**config.mk**
```make
export PLATFORM = sky130hd
export DESIGN_NAME = i2c_reg_write_ctrl
export DESIGN_NICKNAME = d
export VERILOG_FILES = /design/src/rtl/i2c_reg_write_ctrl.sv
export SDC_FILE = /design/constraint.sdc
export NUM_CORES = 1
export LEC_CHECK = 0
export CORE_MARGIN = 2
export CORE_UTILIZATION = 35
export CTS_CLUSTER_SIZE = 28
export DETAILED_ROUTE_END_ITERATION = 8
export PLACE_DENSITY = 0.53
export SYNTH_ARGS = -nofsm -noshare
export SYNTH_HDL_FRONTEND = slang
export SYNTH_SLANG_ARGS = --single-unit
```
**constraint.sdc**
```tcl
create_clock -name clk -period 4.3 [get_ports clk]
set_input_delay 0.86 -clock clk [delete_from_list [all_inputs] [get_ports clk]]
set_output_delay 0.86 -clock clk [all_outputs]
set_load 0.02 [all_outputs]
```
**src/rtl/i2c_reg_write_ctrl.sv**
```systemverilog
// Write-only I2C slave for the register bank: oversampled SCL/SDA, START/STOP framing,
// ACK pull-down and one-clock register write strobes with auto-incrementing pointer.
//
//   state    | meaning
//   IDLE     | bus idle or not addressed; wait for START
//   ADDR     | shifting in slave address + R/W
//   ACK_ADDR | holding address ACK until the ACK clock ends
//   REG      | shifting in register pointer
//   ACK_REG  | holding pointer ACK
//   DATA     | shifting in a data byte
//   ACK_DATA | ACK (or NACK) slot after a data byte
module i2c_reg_write_ctrl #(
    parameter logic [6:0] I2C_ADDR    = 7'h47,
    parameter int         NUM_REGS    = 11,
    parameter int         SYNC_STAGES = 2
) (
    input  logic       clk,
    input  logic       rst_n,
    input  logic       scl_in,
    input  logic       sda_in,
    output logic       sda_oe,
    output logic       wr_en,
    output logic [3:0] wr_addr,
    output logic [7:0] wr_data,
    output logic       busy,
    output logic       addr_err
);

    typedef enum logic [2:0] {
        IDLE, ADDR, ACK_ADDR, REG, ACK_REG, DATA, ACK_DATA
    } state_t;

    localparam logic [4:0] NUM_REGS_W = 5'(NUM_REGS);

    logic [SYNC_STAGES-1:0] scl_sync, sda_sync;
    logic                   scl_hist, sda_hist;
    logic                   scl_s, sda_s;
    logic                   scl_rise, scl_fall, start_det, stop_det;

    state_t     state, state_nxt;
    logic [2:0] bit_cnt, bit_cnt_nxt;
    logic [7:0] shreg, shreg_nxt;
    logic       byte_done, byte_done_nxt;
    logic [3:0] ptr, ptr_nxt;
    logic       sda_oe_nxt, wr_en_nxt, busy_nxt, addr_err_nxt;
    logic [3:0] wr_addr_nxt;
    logic [7:0] wr_data_nxt;

    // Synchronisers reset to the idle-high bus level so reset never fakes an edge.
    always_ff @(posedge clk) begin
        if (!rst_n) begin
            scl_sync <= '1;
            sda_sync <= '1;
            scl_hist <= 1'b1;
            sda_hist <= 1'b1;
        end else begin
            scl_sync <= {scl_sync[SYNC_STAGES-2:0], scl_in};
            sda_sync <= {sda_sync[SYNC_STAGES-2:0], sda_in};
            scl_hist <= scl_sync[SYNC_STAGES-1];
            sda_hist <= sda_sync[SYNC_STAGES-1];
        end
    end

    assign scl_s     = scl_sync[SYNC_STAGES-1];
    assign sda_s     = sda_sync[SYNC_STAGES-1];
    assign scl_rise  = scl_s & ~scl_hist;
    assign scl_fall  = ~scl_s & scl_hist;
    assign start_det = scl_s & scl_hist & sda_hist & ~sda_s;
    assign stop_det  = scl_s & scl_hist & ~sda_hist & sda_s;

    always_ff @(posedge clk) begin
        if (!rst_n) begin
            state     <= IDLE;
            bit_cnt   <= '0;
            shreg     <= '0;
            byte_done <= 1'b0;
            ptr       <= '0;
            sda_oe    <= 1'b0;
            wr_en     <= 1'b0;
            wr_addr   <= '0;
            wr_data   <= '0;
            busy      <= 1'b0;
            addr_err  <= 1'b0;
        end else begin
            state     <= state_nxt;
            bit_cnt   <= bit_cnt_nxt;
            shreg     <= shreg_nxt;
            byte_done <= byte_done_nxt;
            ptr       <= ptr_nxt;
            sda_oe    <= sda_oe_nxt;
            wr_en     <= wr_en_nxt;
            wr_addr   <= wr_addr_nxt;
            wr_data   <= wr_data_nxt;
            busy      <= busy_nxt;
            addr_err  <= addr_err_nxt;
        end
    end

    always_comb begin
        state_nxt     = state;
        bit_cnt_nxt   = bit_cnt;
        shreg_nxt     = shreg;
        byte_done_nxt = byte_done;
        ptr_nxt       = ptr;
        sda_oe_nxt    = sda_oe;
        wr_en_nxt     = 1'b0;
        wr_addr_nxt   = wr_addr;
        wr_data_nxt   = wr_data;
        busy_nxt      = busy;
        addr_err_nxt  = addr_err;

        if (stop_det) begin
            state_nxt     = IDLE;
            bit_cnt_nxt   = '0;
            byte_done_nxt = 1'b0;
            sda_oe_nxt    = 1'b0;
            busy_nxt      = 1'b0;
        end else if (start_det) begin
            state_nxt     = ADDR;
            bit_cnt_nxt   = '0;
            byte_done_nxt = 1'b0;
            sda_oe_nxt    = 1'b0;
            busy_nxt      = 1'b0;
        end else begin
            case (state)
                ADDR, REG, DATA: begin
                    if (scl_rise) begin
                        shreg_nxt   = {shreg[6:0], sda_s};
                        bit_cnt_nxt = bit_cnt + 3'd1;
                        if (bit_cnt == 3'd7) byte_done_nxt = 1'b1;
                    end else if (scl_fall && byte_done) begin
                        // Byte complete: decide ACK on the falling edge that opens the 9th clock.
                        byte_done_nxt = 1'b0;
                        if (state == ADDR) begin
                            if (shreg[7:1] == I2C_ADDR && !shreg[0]) begin
                                state_nxt  = ACK_ADDR;
                                sda_oe_nxt = 1'b1;
                                busy_nxt   = 1'b1;
                            end else begin
                                state_nxt    = IDLE;
                                addr_err_nxt = 1'b1;
                            end
                        end else if (state == REG) begin
                            state_nxt  = ACK_REG;
                            ptr_nxt    = shreg[3:0];
                            sda_oe_nxt = 1'b1;
                        end else begin
                            state_nxt = ACK_DATA;
                            if ({1'b0, ptr} < NUM_REGS_W) begin
                                sda_oe_nxt  = 1'b1;
                                wr_en_nxt   = 1'b1;
                                wr_addr_nxt = ptr;
                                wr_data_nxt = shreg;
                                ptr_nxt     = ptr + 4'd1;
                            end
                        end
                    end
                end
                ACK_ADDR, ACK_REG, ACK_DATA: begin
                    if (scl_fall) begin
                        sda_oe_nxt = 1'b0;
                        state_nxt  = (state == ACK_ADDR) ? REG : DATA;
                    end
                end
                default: ;
            endcase
        end
    end

endmodule
```
======== After elaboration in Yosys (flattened, before gate mapping) ========
Cells that the tools add are included.
storage, ports and cells
  register bits ........................... 41
  word-level logic and storage cells ...... 101
operators by class
  $add $sub $neg .......................... 2
  magnitude comparators ................... 1
  eq/ne operators ......................... 17
  mux-type cells .......................... 23
  bitwise logic cells ..................... 20
  reduce and logical (&&, ||, !) cells .... 22
operators with widths
  kind                                                count
  two-way mux 3 bit                                   5
  AND reduction 7 bit                                 2
  NOT 1 bit                                           13
  == test 3 bit (second input constant)               4
  two-way mux 1 bit                                   12
  != test 3 bit (second input constant)               4
  AND reduction 4 bit                                 3
  OR reduction 3 bit                                  3
  two-way mux 4 bit                                   2
  AND reduction 8 bit                                 1
  OR reduction 8 bit                                  1
  bitwise AND 1 bit                                   7
  == test 7 bit (second input constant)               1
  == test 3 x 2 -> 1 bit (second input constant)      2
  != test 2 bit (second input constant)               3
  case mux 3 bit (2 select lines)                     1
  AND reduction 6 bit                                 1
  nonzero test 2 bit                                  3
  AND reduction 5 bit                                 1
  adder 4 x 1 -> 4 bit (second input constant)        1
  less-than comparator 4 bit (second input constant)  1
  two-way mux 2 bit                                   2
  != test 4 bit (second input constant)               1
  adder 3 x 1 -> 3 bit (second input constant)        1
  other kinds (9)                                     10

======== Logic depth before layout (Yosys ltp) ========
Gate-level depths: netlist of run 1.
  depth in word-level cells ............... 8
  depth in mapped cells ................... 7
  depth with buffers taken out ............ 5

======== Worst setup path after synthesis of run 1 ========
OpenSTA, ideal clock, no wires.
  path kind ............................... register to register
  start ................................... register ptr[0]
  end ..................................... register ptr[1]
  setup time .............................. 0.115 ns
  arrival time ............................ 1.513 ns
  data required time ...................... 4.185 ns
  slack ................................... 2.672 ns
  cell stages (with the launch flop) ...... 8
  buffers on the path ..................... 2
  period minus slack after synthesis ...... 1.628 ns
  path through ............................ dfxtp_1 ha_1 o21ai_0 nand4b_1 buf_6 buf_6 and3_1 o21a_1
on the way
  cells in the longest elaborated chain, start to end .. 3
  elaborated cells on any way between the ends .. 6
  those cells by class .................... add/sub: 1; order compare: 1; mux: 2; reduce/logical: 2
RTL lines
  what                                                                              line      source
  from (decl)                                                                       44        logic [3:0] ptr, ptr_nxt;
  from (signal assigned)                                                            89        ptr <= ptr_nxt;
  less-than comparator 4 bit / adder 4 x 1 -> 4 bit (equally long branches)         149, 154
  nonzero test 2 bit (no source line) / two-way mux 4 bit (equally long branches)   -
  AND reduction 7 bit (no source line) / two-way mux 4 bit (equally long branches)  -
Several ways; a longest one is shown, not always the timed one. The select of a mux whose other input is x is not followed.
A chain may end at the register's enable or synchronous reset.

======== Final worst setup path of run 1 ========
Same ends and word-level chain as after synthesis.

==> summary.md, run 1 <==
| Metric | Value |
|---|---|
| Status | `finished clean` |
| CTS root buf | `clkbuf_8` |
| Seq cells post-synth | `41` |
| First-pass GRT wire length | `5460 um` |
| Std-Cell Core Area | `about 0.0050 mm^2` |
| Most frequent cells in the layout | `41 x dfxtp_1, 25 x mux2i_1, 22 x nor2b_1` |
| Leak | `0.893 nW` |
| Vias | `1323` |
| Largest net degree at the start of global routing | `36` |
| Sink Count | `41` |
| Worst min path class | `reg2reg` |
| Inserted Clock Buffers | `5` |
| Die X-Extent | `75.7 um` |
| Antenna diode count | `0` |
| Post-DRT Antenna Nets | `0` |
| RSZ-0062 raised after global routing | `no` |
| Post-CTS Hold Fix Bufs | `0` |
| Fillers | `508` |
| DR vias/cell | `slightly below 5` |
| Placer Congestion | `0.842` |
| Post-synthesis cell count | `180` |
| Io pins | `20` |
| Max Slew Vio Count | `0` |
| Critical path capture point type | `flop` |
| Drt first pass iters | `4` |
| Final routed DRC violation total | `0` |
| Fraction of layout cells with a size suffix above 1 | `0.0609` |
| Setup Total Neg Slack | `0 ns` |
| GRT Overall Usage | `0.128` |
| Worst skew pair latency | `0.28 ns` |
| Post-synthesis cell type count | `39` |
| Crit path DAT | `2.78 ns` |
| CP Launch Type | `flop` |
| Crit path required time | `4.48 ns` |
| Final std cells w/o fill | `267` |
| PwrDens | `~300 mW/mm^2` |
| Antenna violations before repair | `0` |
| Final setup fails | `0` |
| Setup bufs post-CTS | `0` |
| Worst Skew | `0.00356 ns` |
| Slew @ Worst Pin | `1.11 ns` |
| Fmax achieved | `385 MHz` |
| Port bufs | `19` |
| Core Rows | `26` |
| Number of global-route vias before repair | `1193` |
| Worst-path clk slew | `0.07 ns` |
| Hold Slack | `about 0.41 ns` |
| Cell area after synthesis | `about 0.0018 mm^2` |
| Initial Util | `0.357` |
| Remaining Overflow, GRT | `0` |
| Cts repair resizes | `0` |
| Maximum VDD drop | `around 0.15 mV` |
| Max-cap violations | `0` |
| WL final | `between 3000 and 4000 um` |
| DPL Wire Length | `2340 um` |
| Die height | `75.7 um` |
| CTS Buffer Depth | `2` |
| Syn Area/Cell | `approximately 10 um^2` |
| Commonest non-fill, non-tap cell in the layout | `dfxtp_1` |
| Initial DRC Count | `66` |
| Layout area overhead | `17.0%` |
| Dpl cells | `261` |
| Critical path peak fanout | `18` |
| Yosys Warn Count | `0` |
| Syn_nets | `187` |
| Slew margin rel. | `0.255` |
| Setup CP Type | `reg2reg` |
| Final Hold Violating Endpoints | `0` |
| Sequential share of the synthesized area | `0.456` |
| Period minus WS final | `approximately 2.6 ns` |
| Design Power | `0.000629 W` |
| Share of the clock period used by the worst path after layout | `0.605` |
| CTS tree | `yes` |
| Die Footprint | `0.00573 mm^2` |
| Routed len/inst | `12.4 um` |
| Total Nets Final | `205` |
| Max H-tree Level | `2` |
-- power breakdown --
group / leakage [nW] / switching [W] / internal, W / total (W)
combinational: 0.522 / 0.00000989 / 0.0000104 / 0.0000203
clock: 0.0399 / 0.000117 / 0.000107 / 0.000224
sequential: 0.331 / 0.00000275 / 0.000382 / 0.000385
total: 0.893 / 0.000130 / 0.000499 / 0.000629
-- final timing paths --
check           endpoint  slack (ns)  cells past startpoint         from
max               ptr[1]        1.70                      5       ptr[0]
min          sda_sync[1]        0.41                      1  sda_sync[0]
max reg2reg       ptr[1]        1.70                      5       ptr[0]
min reg2reg  sda_sync[1]        0.41                      1  sda_sync[0]
-- critical path, stage by stage (launching register included) --
cell      delay (ns)
dfxtp_1         0.35
ha_1            0.22
o21ai_0         0.29
nand4b_1        0.92
and3_1          0.54
o21a_1          0.18
-- layout make-up --
type                       count  area [um^2]  share of cell area
timing repair buffer          20          198              0.0939
inverter                       3         11.3             0.00535
clock buffer                   5         68.8              0.0327
clock inverter                 1         5.00             0.00238
multi-input combinational    127          913               0.434
tap                           70         87.6              0.0416
sequential                    41          821               0.390
-- cell usage after synthesis --
cell type	instances	area share
buf_2	4	0.011
or2_2	2	0.0070
inv_1	3	0.0063
a21bo_2	1	0.0056
a21boi_0	2	0.0083
o22ai_1	1	0.0035
a211oi_1	2	0.0083
o41ai_1	1	0.0049
o21ai_1	1	0.0028
a21oi_1	6	0.017
nand3_1	1	0.0028
a32oi_1	1	0.0049
and4b_1	2	0.011
xnor2_1	3	0.015
o211ai_1	1	0.0042
nor2b_1	22	0.076
xor2_1	1	0.0049
o2bb2ai_1	1	0.0049
nor2_1	10	0.021
nand4b_1	3	0.015
buf_6	2	0.013
a31oi_1	2	0.0070
nand3b_1	3	0.013
or2b_1	1	0.0042
nor4_1	1	0.0035
nand2_1	6	0.013
a2111oi_0	1	0.0049
o21ai_0	4	0.011
a2bb2oi_1	1	0.0049
ha_1	3	0.021
nand2b_1	9	0.031
and3_1	1	0.0035
dfxtp_1	41	0.46
mux2i_1	25	0.14
o21a_1	3	0.013
nor3_1	3	0.0083
a31o_2	2	0.0097
clkbuf_1	3	0.0063
a2111oi_1	1	0.0056
-- cell families (layout without fill, tap and decap cells) --
kind of cell               after synthesis  after routing  synth area share
adders and majority gates                3              3            0.0209
xor gates and xnor gates                 4              4            0.0195
buffers and inverters                   12             29            0.0362
and+or+nand+nor                         64             64             0.209
AOI/OAI and AO/OA                       31             31             0.120
DFF                                     41             41             0.456
muxes                                   25             25             0.139
-- sequential cells by signal, summed over array words and instances, names as in the netlist --
signal,count
scl_sync,2
sda_hist,1
state,3
ptr,4
wr_addr,4
busy,1
byte_done,1
shreg,8
wr_en,1
sda_oe,1
sda_sync,2
addr_err,1
bit_cnt,3
scl_hist,1
wr_data,8
-- metrics by stage --
stage | instance area (um^2) | utilization | setup WS (ns)
floorplan | 1800 | - | 2.67
global placement | 2030 | 0.403 | 1.77
detailed placement | 2030 | 0.403 | 1.71
CTS | 2100 | 0.417 | 1.70
global route | 2100 | 0.417 | 1.51
finish | 2100 | 0.417 | 1.70
-- per-layer routing --
metal  track usage  share of wire  wire length [um]  vias up
met3        0.0370          0.032               105        6
li1              -              -                 -      668
met4        0.0604          0.016                53        0
met2         0.204           0.49              1620       20
met1         0.160           0.46              1540      629
met5             0              0                 0        -
No activity file was read; power rests on OpenSTA's default activity.
==> run 2, diff against run 1 <==
--- a/config.mk
+++ b/config.mk
@@ -9,7 +9,7 @@
 export CORE_UTILIZATION = 35
 export CTS_CLUSTER_SIZE = 28
 export DETAILED_ROUTE_END_ITERATION = 8
-export PLACE_DENSITY = 0.53
+export PLACE_DENSITY = 0.55
 export SYNTH_ARGS = -nofsm -noshare
 export SYNTH_HDL_FRONTEND = slang
 export SYNTH_SLANG_ARGS = --single-unit
==> constraint.sdc (replaced) <==
create_clock -name clk -period 2.12 [get_ports clk]
set_input_delay 0.424 -clock clk [delete_from_list [all_inputs] [get_ports clk]]
set_output_delay 0.424 -clock clk [all_outputs]
set_load 0.02 [all_outputs]
==> run 2 against run 1 <==
Hold slack got worse by 0.0011 ns. Global-route usage increased by 1.4 points. First-iteration DRC count increased by 14%. Critical path depth increased by 1. Via count about the same. Clock skew increased by 0.0030 ns. Wire length increased by 4.6%. Final cell count increased by 2.6%. Largest power group unchanged.
==> summary.md, run 2 (same netlist as run 1, synthesis figures left out) <==
| Metric | Value |
|---|---|
| CP Launch Type | `flop` |
| Die height | `75.7 um (unchanged)` |
| GRT Overall Usage | `0.142 (+0.0142)` |
| Max H-tree Level | `2 (unchanged)` |
| R2r startpoint | `ptr[0]` |
| Setup Total Neg Slack | `0 ns (unchanged)` |
| FF-to-FF path depth | `6 (+1)` |
| Vias | `1324 (+0.076%)` |
| Critical Path, Cell by Cell | `ha_1, o21ai_0, nand4b_1, buf_4, a21oi_1, o21a_1` |
| Slew @ Worst Pin | `0.501 ns (-0.611 ns)` |
| Total stage count of the critical path | `6 (+1)` |
| Commonest non-fill, non-tap cell in the layout | `dfxtp_1` |
| Worst Path Buf+Inv | `1 (+1)` |
| Hold Path Depth | `1 (unchanged)` |
| Antenna violations before repair | `0 (unchanged)` |
| Crit-path slowest cell | `dfxtp_1` |
| Max-cap violations | `0 (unchanged)` |
| Post-DRT Antenna Nets | `0 (unchanged)` |
| Drt first pass iters | `4 (unchanged)` |
| Crit path required time | `2.35 ns (-2.13 ns)` |
| Sink Count | `41 (unchanged)` |
| Antenna diode count | `0 (unchanged)` |
| RSZ-0062 raised after global routing | `no` |
| Port bufs | `19 (unchanged)` |
| Most frequent cells in the layout | `41 x dfxtp_1, 25 x mux2i_1, 22 x nor2b_1` |
| Share of the clock period used by the worst path after layout | `0.861 (+0.256)` |
| Placer Congestion | `0.852 (+1.1%)` |
| Setup bufs post-CTS | `0 (unchanged)` |
| Std-Cell Core Area | `0.00504 mm^2 (unchanged)` |
| Cts repair resizes | `0 (unchanged)` |
| Total Nets Final | `211 (+2.9%)` |
| PwrDens | `652 mW/mm^2 (+120%)` |
| Initial DRC Count | `75 (+14%)` |
| Number of global-route vias before repair | `1298 (+8.8%)` |
| Worst skew pair latency | `0.29 ns (about the same)` |
| CTS root buf | `clkbuf_8` |
| CP top delay family | `compound AO/OA/AOI/OAI gates` |
| Final setup fails | `0 (unchanged)` |
| Maximum VDD drop | `0.395 mV (+170%)` |
| Die X-Extent | `75.7 um (unchanged)` |
| Crit path DAT | `2.06 ns (-0.72 ns)` |
| Worst min path class | `reg2reg` |
| Max Slew Vio Count | `0 (unchanged)` |
| Status | `finished clean` |
| Post-CTS Hold Fix Bufs | `0 (unchanged)` |
| Critical path's largest stage delay | `0.35 ns (-0.57 ns)` |
| CTS Buffer Depth | `2 (unchanged)` |
| Period minus WS final | `1.83 ns (-0.775 ns)` |
| Worst Skew | `0.00659 ns (+0.00304 ns)` |
| Worst-path clk slew | `0.08 ns (about the same)` |
| Inserted Clock Buffers | `5 (unchanged)` |
| First-pass GRT wire length | `6100 um (+12%)` |
| Final Hold Violating Endpoints | `0 (unchanged)` |
| Fmax achieved | `548 MHz (+42%)` |
| Leak | `0.941 nW (+5.4%)` |
| Reg2reg end | `ptr[1]` |
| Routed len/inst | `12.7 um (+1.9%)` |
| Largest regs | `shreg: 8 flops, wr_data: 8 flops` |
| Fraction of layout cells with a size suffix above 1 | `0.0931 (+0.0322)` |
| DR vias/cell | `4.83 (-2.5%)` |
| Remaining Overflow, GRT | `0 (unchanged)` |
| Largest net degree at the start of global routing | `19 (-47%)` |
| Hold Slack | `0.412 ns (-0.00108 ns)` |
| Register-to-register setup slack | `0.29 ns (-1.41 ns)` |
| Core Rows | `26 (unchanged)` |
| Critical Path Start | `ptr[0]` |
| Critical path capture point type | `flop` |
| WL final | `3470 um (+4.6%)` |
| Initial Util | `0.357 (unchanged)` |
| Io pins | `20 (unchanged)` |
| Setup CP Type | `reg2reg` |
| Slew margin rel. | `0.664 (+0.409)` |
| CTS tree | `yes` |
| Capture point of the worst path | `ptr[1]` |
| DPL Wire Length | `2560 um (+9.4%)` |
| Die Footprint | `0.00573 mm^2 (unchanged)` |
| Critical path peak fanout | `10 (-8)` |
| Layout area overhead | `21.8%` |
| Final routed DRC violation total | `0 (unchanged)` |
==> run 2: cell count changes in the layout (fill, tap and decap cells not counted) <==
| cell | change |
|---|---|
| buf_12 | +1 |
| buf_4 | +5 |
| bufinv_16 | +1 |
==> run 2: cell type report <==
cell class | instances | area [um^2]
clock buffers | 5 | 68.8
clock inverters | 2 | 35.0
fillers | 496 | 2850
inverters | 3 | 11.3
multi-input cells | 127 | 913
flip-flops and latches | 41 | 821
well taps | 70 | 87.6
repair buffers | 26 | 255
==> run 2: worst min path at each step <==
stage	slack [ns]	endpoint	start
6_report	0.41	scl_sync[1]	scl_sync[0]
5_1_grt	0.44	scl_sync[1]	scl_sync[0]
4_1_cts	0.42	scl_sync[1]	scl_sync[0]
3_5_place_dp	0.40	scl_sync[1]	scl_sync[0]
3_3_place_gp	0.39	sda_sync[1]	sda_sync[0]
2_1_floorplan	0.39	scl_sync[1]	scl_sync[0]
==> run 2: stage by stage <==
| step | setup WS, ns | cell area [um^2] | cells | util | power [W] |
|---|---|---|---|---|---|
| 2_1_floorplan | 0.492 | 1800 | 180 | - | 0.000826 |
| 3_3_place_gp | 0.344 | 2090 | 267 | 0.414 | 0.000844 |
| 3_5_place_dp | 0.307 | 2090 | 267 | 0.414 | 0.000845 |
| 4_1_cts | 0.295 | 2190 | 274 | 0.435 | 0.00144 |
| 5_1_grt | 0.0817 | 2190 | 274 | 0.435 | 0.00149 |
| 6_report | 0.294 | 2190 | 274 | 0.435 | 0.00143 |
==> run 2: metal layers <==
layer,up-vias,share of wire,global-route usage
met5,-,0,0
met4,0,0.018,0.0663
met3,9,0.051,0.0450
met2,28,0.44,0.203
met1,612,0.49,0.196
li1,675,-,-
==> run 2: where the power goes <==
group          internal, W  leakage [nW]  switching, W
Sequential        0.000775         0.331    0.00000541
Clock             0.000342        0.0540      0.000261
Combinational    0.0000244         0.556     0.0000218
==> run 3, diff against run 2 <==
--- a/config.mk
+++ b/config.mk
@@ -5,11 +5,12 @@
 export SDC_FILE = /design/constraint.sdc
 export NUM_CORES = 1
 export LEC_CHECK = 0
+export CORE_ASPECT_RATIO = 0.5
 export CORE_MARGIN = 2
 export CORE_UTILIZATION = 35
 export CTS_CLUSTER_SIZE = 28
 export DETAILED_ROUTE_END_ITERATION = 8
-export PLACE_DENSITY = 0.55
+export PLACE_DENSITY = 0.53
 export SYNTH_ARGS = -nofsm -noshare
 export SYNTH_HDL_FRONTEND = slang
 export SYNTH_SLANG_ARGS = --single-unit
==> constraint.sdc (replaced) <==
create_clock -name clk -period 1.8 [get_ports clk]
set_input_delay 0.36 -clock clk [delete_from_list [all_inputs] [get_ports clk]]
set_output_delay 0.36 -clock clk [all_outputs]
set_load 0.02 [all_outputs]
==> run 3 against run 2 <==
Flip-flop and latch count unchanged. Die area rose by 0.60%. Largest cell class unchanged. Clock power up 8.8%. Non-clock buffer count is 11 higher. Highest routed layer unchanged. Global-route usage increased by 0.36 points. First-iteration DRC count is 32% higher. Sequential power grew 18%. Combinational power grew 26%. Largest power group unchanged. Setup slack lost 0.13 ns. Register-to-register slack got worse by 0.13 ns. Hold slack worse by 0.0025 ns.
==> summary.md, run 3 (same netlist as run 1, synthesis figures left out) <==
| Metric | Value |
|---|---|
| Commonest non-fill, non-tap cell in the layout | `dfxtp_1` |
| Remaining Overflow, GRT | `0 (unchanged)` |
| Worst Path Buf+Inv | `1 (unchanged)` |
| Die height | `54.7 um (-28%)` |
| Worst min path class | `reg2reg` |
| Port bufs | `19 (unchanged)` |
| Slew @ Worst Pin | `0.383 ns (-0.118 ns)` |
| Fmax achieved | `611 MHz (+12%)` |
| Status | `finished clean` |
| Setup CP Type | `reg2reg` |
| Post-DRT Antenna Nets | `0 (unchanged)` |
| Antenna diode count | `0 (unchanged)` |
| Inserted Clock Buffers | `5 (unchanged)` |
| Worst slack at placement | `0.137 ns (-0.170 ns)` |
| Final setup fails | `0 (unchanged)` |
| Worst-path clk slew | `0.08 ns (about the same)` |
| CTS tree | `yes` |
| DPL Wire Length | `2730 um (+6.6%)` |
| Area occupied by multi-input gates | `913 um^2 (unchanged)` |
| RSZ-0062 raised after global routing | `no` |
| Max Slew Vio Count | `0 (unchanged)` |
| Finished Cell Area | `0.00226 mm^2 (+3.1%)` |
| Final routed DRC violation total | `0 (unchanged)` |
| Vias | `1364 (+3.0%)` |
| Core Rows | `18 (-31%)` |
| Final Hold Violating Endpoints | `0 (unchanged)` |
| Leak | `0.991 nW (+5.3%)` |
| Critical path capture point type | `flop` |
| Worst skew pair latency | `0.29 ns (about the same)` |
| CTS root buf | `clkbuf_8` |
| Std-Cell Core Area | `0.00493 mm^2 (-2.2%)` |
| Drt first pass iters | `4 (unchanged)` |
| CP top delay family | `simple AND/OR/NAND/NOR gates` |
| Period minus WS final | `1.64 ns (-0.189 ns)` |
| FF/Latch Area | `821 um^2 (unchanged)` |
| Share of the clock period used by the worst path after layout | `0.909 (+0.0482)` |
| Slew margin rel. | `0.738 (+0.0745)` |
| Critical path peak fanout | `6 (-4)` |
| Setup Total Neg Slack | `0 ns (unchanged)` |
| CP Launch Type | `flop` |
| Setup bufs post-CTS | `0 (unchanged)` |
| CTS Buffer Depth | `2 (unchanged)` |
| Die X-Extent | `105 um (+39%)` |
| Register-to-register setup slack | `0.16 ns (-0.13 ns)` |
| Most frequent cells in the layout | `41 x dfxtp_1, 25 x mux2i_1, 22 x nor2b_1` |
| Antenna violations before repair | `0 (unchanged)` |
| Placer Congestion | `0.816 (-4.2%)` |
| Crit path DAT | `1.82 ns (-0.24 ns)` |
| Max-cap violations | `0 (unchanged)` |
| Io pins | `20 (unchanged)` |
| Number of global-route vias before repair | `1248 (-3.9%)` |
| First-pass GRT wire length | `6240 um (+2.4%)` |
| Initial DRC Count | `99 (+32%)` |
| Initial Util | `0.365 (+0.00797)` |
| Fraction of layout cells with a size suffix above 1 | `0.144 (+0.0504)` |
| Max H-tree Level | `2 (unchanged)` |
| Largest net degree at the start of global routing | `29 (+10)` |
| Sink Count | `41 (unchanged)` |
| Post-CTS Hold Fix Bufs | `0 (unchanged)` |
| PwrDens | `723 mW/mm^2 (+11%)` |
| Layout area overhead | `25.6%` |
| Fillers | `476 (-4.0%)` |
| Routed len/inst | `13.3 um (+4.7%)` |
| Crit path required time | `1.98 ns (-0.37 ns)` |
| Cts repair resizes | `0 (unchanged)` |
| Worst Skew | `0.00504 ns (-0.00156 ns)` |
| Crit-path slowest cell | `dfxtp_1` |
| GRT Overall Usage | `0.146 (+0.00356)` |
| Dpl cells | `276 (+3.4%)` |
| Die Footprint | `0.00577 mm^2 (+0.60%)` |
| WL final | `3800 um (+9.3%)` |
| Total Nets Final | `222 (+5.2%)` |
| Largest regs | `shreg: 8 flops, wr_data: 8 flops` |
| DR vias/cell | `4.77 (-1.3%)` |
| Critical path's largest stage delay | `0.32 ns (-0.03 ns)` |
| Slack of the critical path | `0.163 ns (-0.131 ns)` |
| Maximum VDD drop | `0.371 mV (-6.1%)` |
| Final std cells w/o fill | `286 (+4.4%)` |
| Hold Slack | `0.410 ns (-0.00246 ns)` |
| Critical Path, Cell by Cell | `ha_1, o21ai_0, nand4b_1, buf_4, mux2i_1, nor2b_1` |
| DP Area | `0.00214 mm^2 (+2.6%)` |
## run 3: cell types whose count changed in the layout (fill, tap and decap cells not counted)
cell,before,now
buf_4,6,18
buf_12,1,0
clkbuf_8,5,7
bufinv_16,1,0
## run 3: final cells by class
class | count | share of cell area
clock buffers | 7 | 0.0426
inverters | 3 | 0.00498
clock inverters | 1 | 0.00221
repair buffers | 37 | 0.144
multi-input cells | 127 | 0.404
flip-flops and latches | 41 | 0.363
well taps | 70 | 0.0388
## run 3: layer usage
metal  vias to the layer above  share of wire  global-route usage
li1                        702              -                   -
met1                       639           0.55               0.208
met2                        21           0.41               0.211
met3                         2          0.036              0.0440
met4                         0         0.0071              0.0467
met5                         -              0                   0
## run 3: report_power, final
part           internal, W  total [W]  switching [W]
registers         0.000913   0.000918     0.00000586
clock network     0.000347   0.000656       0.000310
logic            0.0000295  0.0000581      0.0000286
## run 3: worst paths after layout
kind,depth (start not counted),start,endpoint
max,6,ptr[0],wr_data[6]
min,1,sda_sync[0],sda_sync[1]
max reg2reg,6,ptr[0],wr_data[6]
min reg2reg,1,sda_sync[0],sda_sync[1]
## run 3: stage by stage
| stage | util | total power, W |
|---|---|---|
| 2_1_floorplan | - | 0.000973 |
| 3_3_place_gp | 0.435 | 0.000997 |
| 3_5_place_dp | 0.435 | 0.000998 |
| 4_1_cts | 0.455 | 0.00166 |
| 5_1_grt | 0.458 | 0.00172 |
| 6_report | 0.458 | 0.00163 |
## run 3: worst reg2reg max path: stages (launching register included)
cell and delay (ns):
dfxtp_1 0.32, ha_1 0.21, o21ai_0 0.23, nand4b_1 0.28
buf_4 0.27, mux2i_1 0.16, nor2b_1 0.06
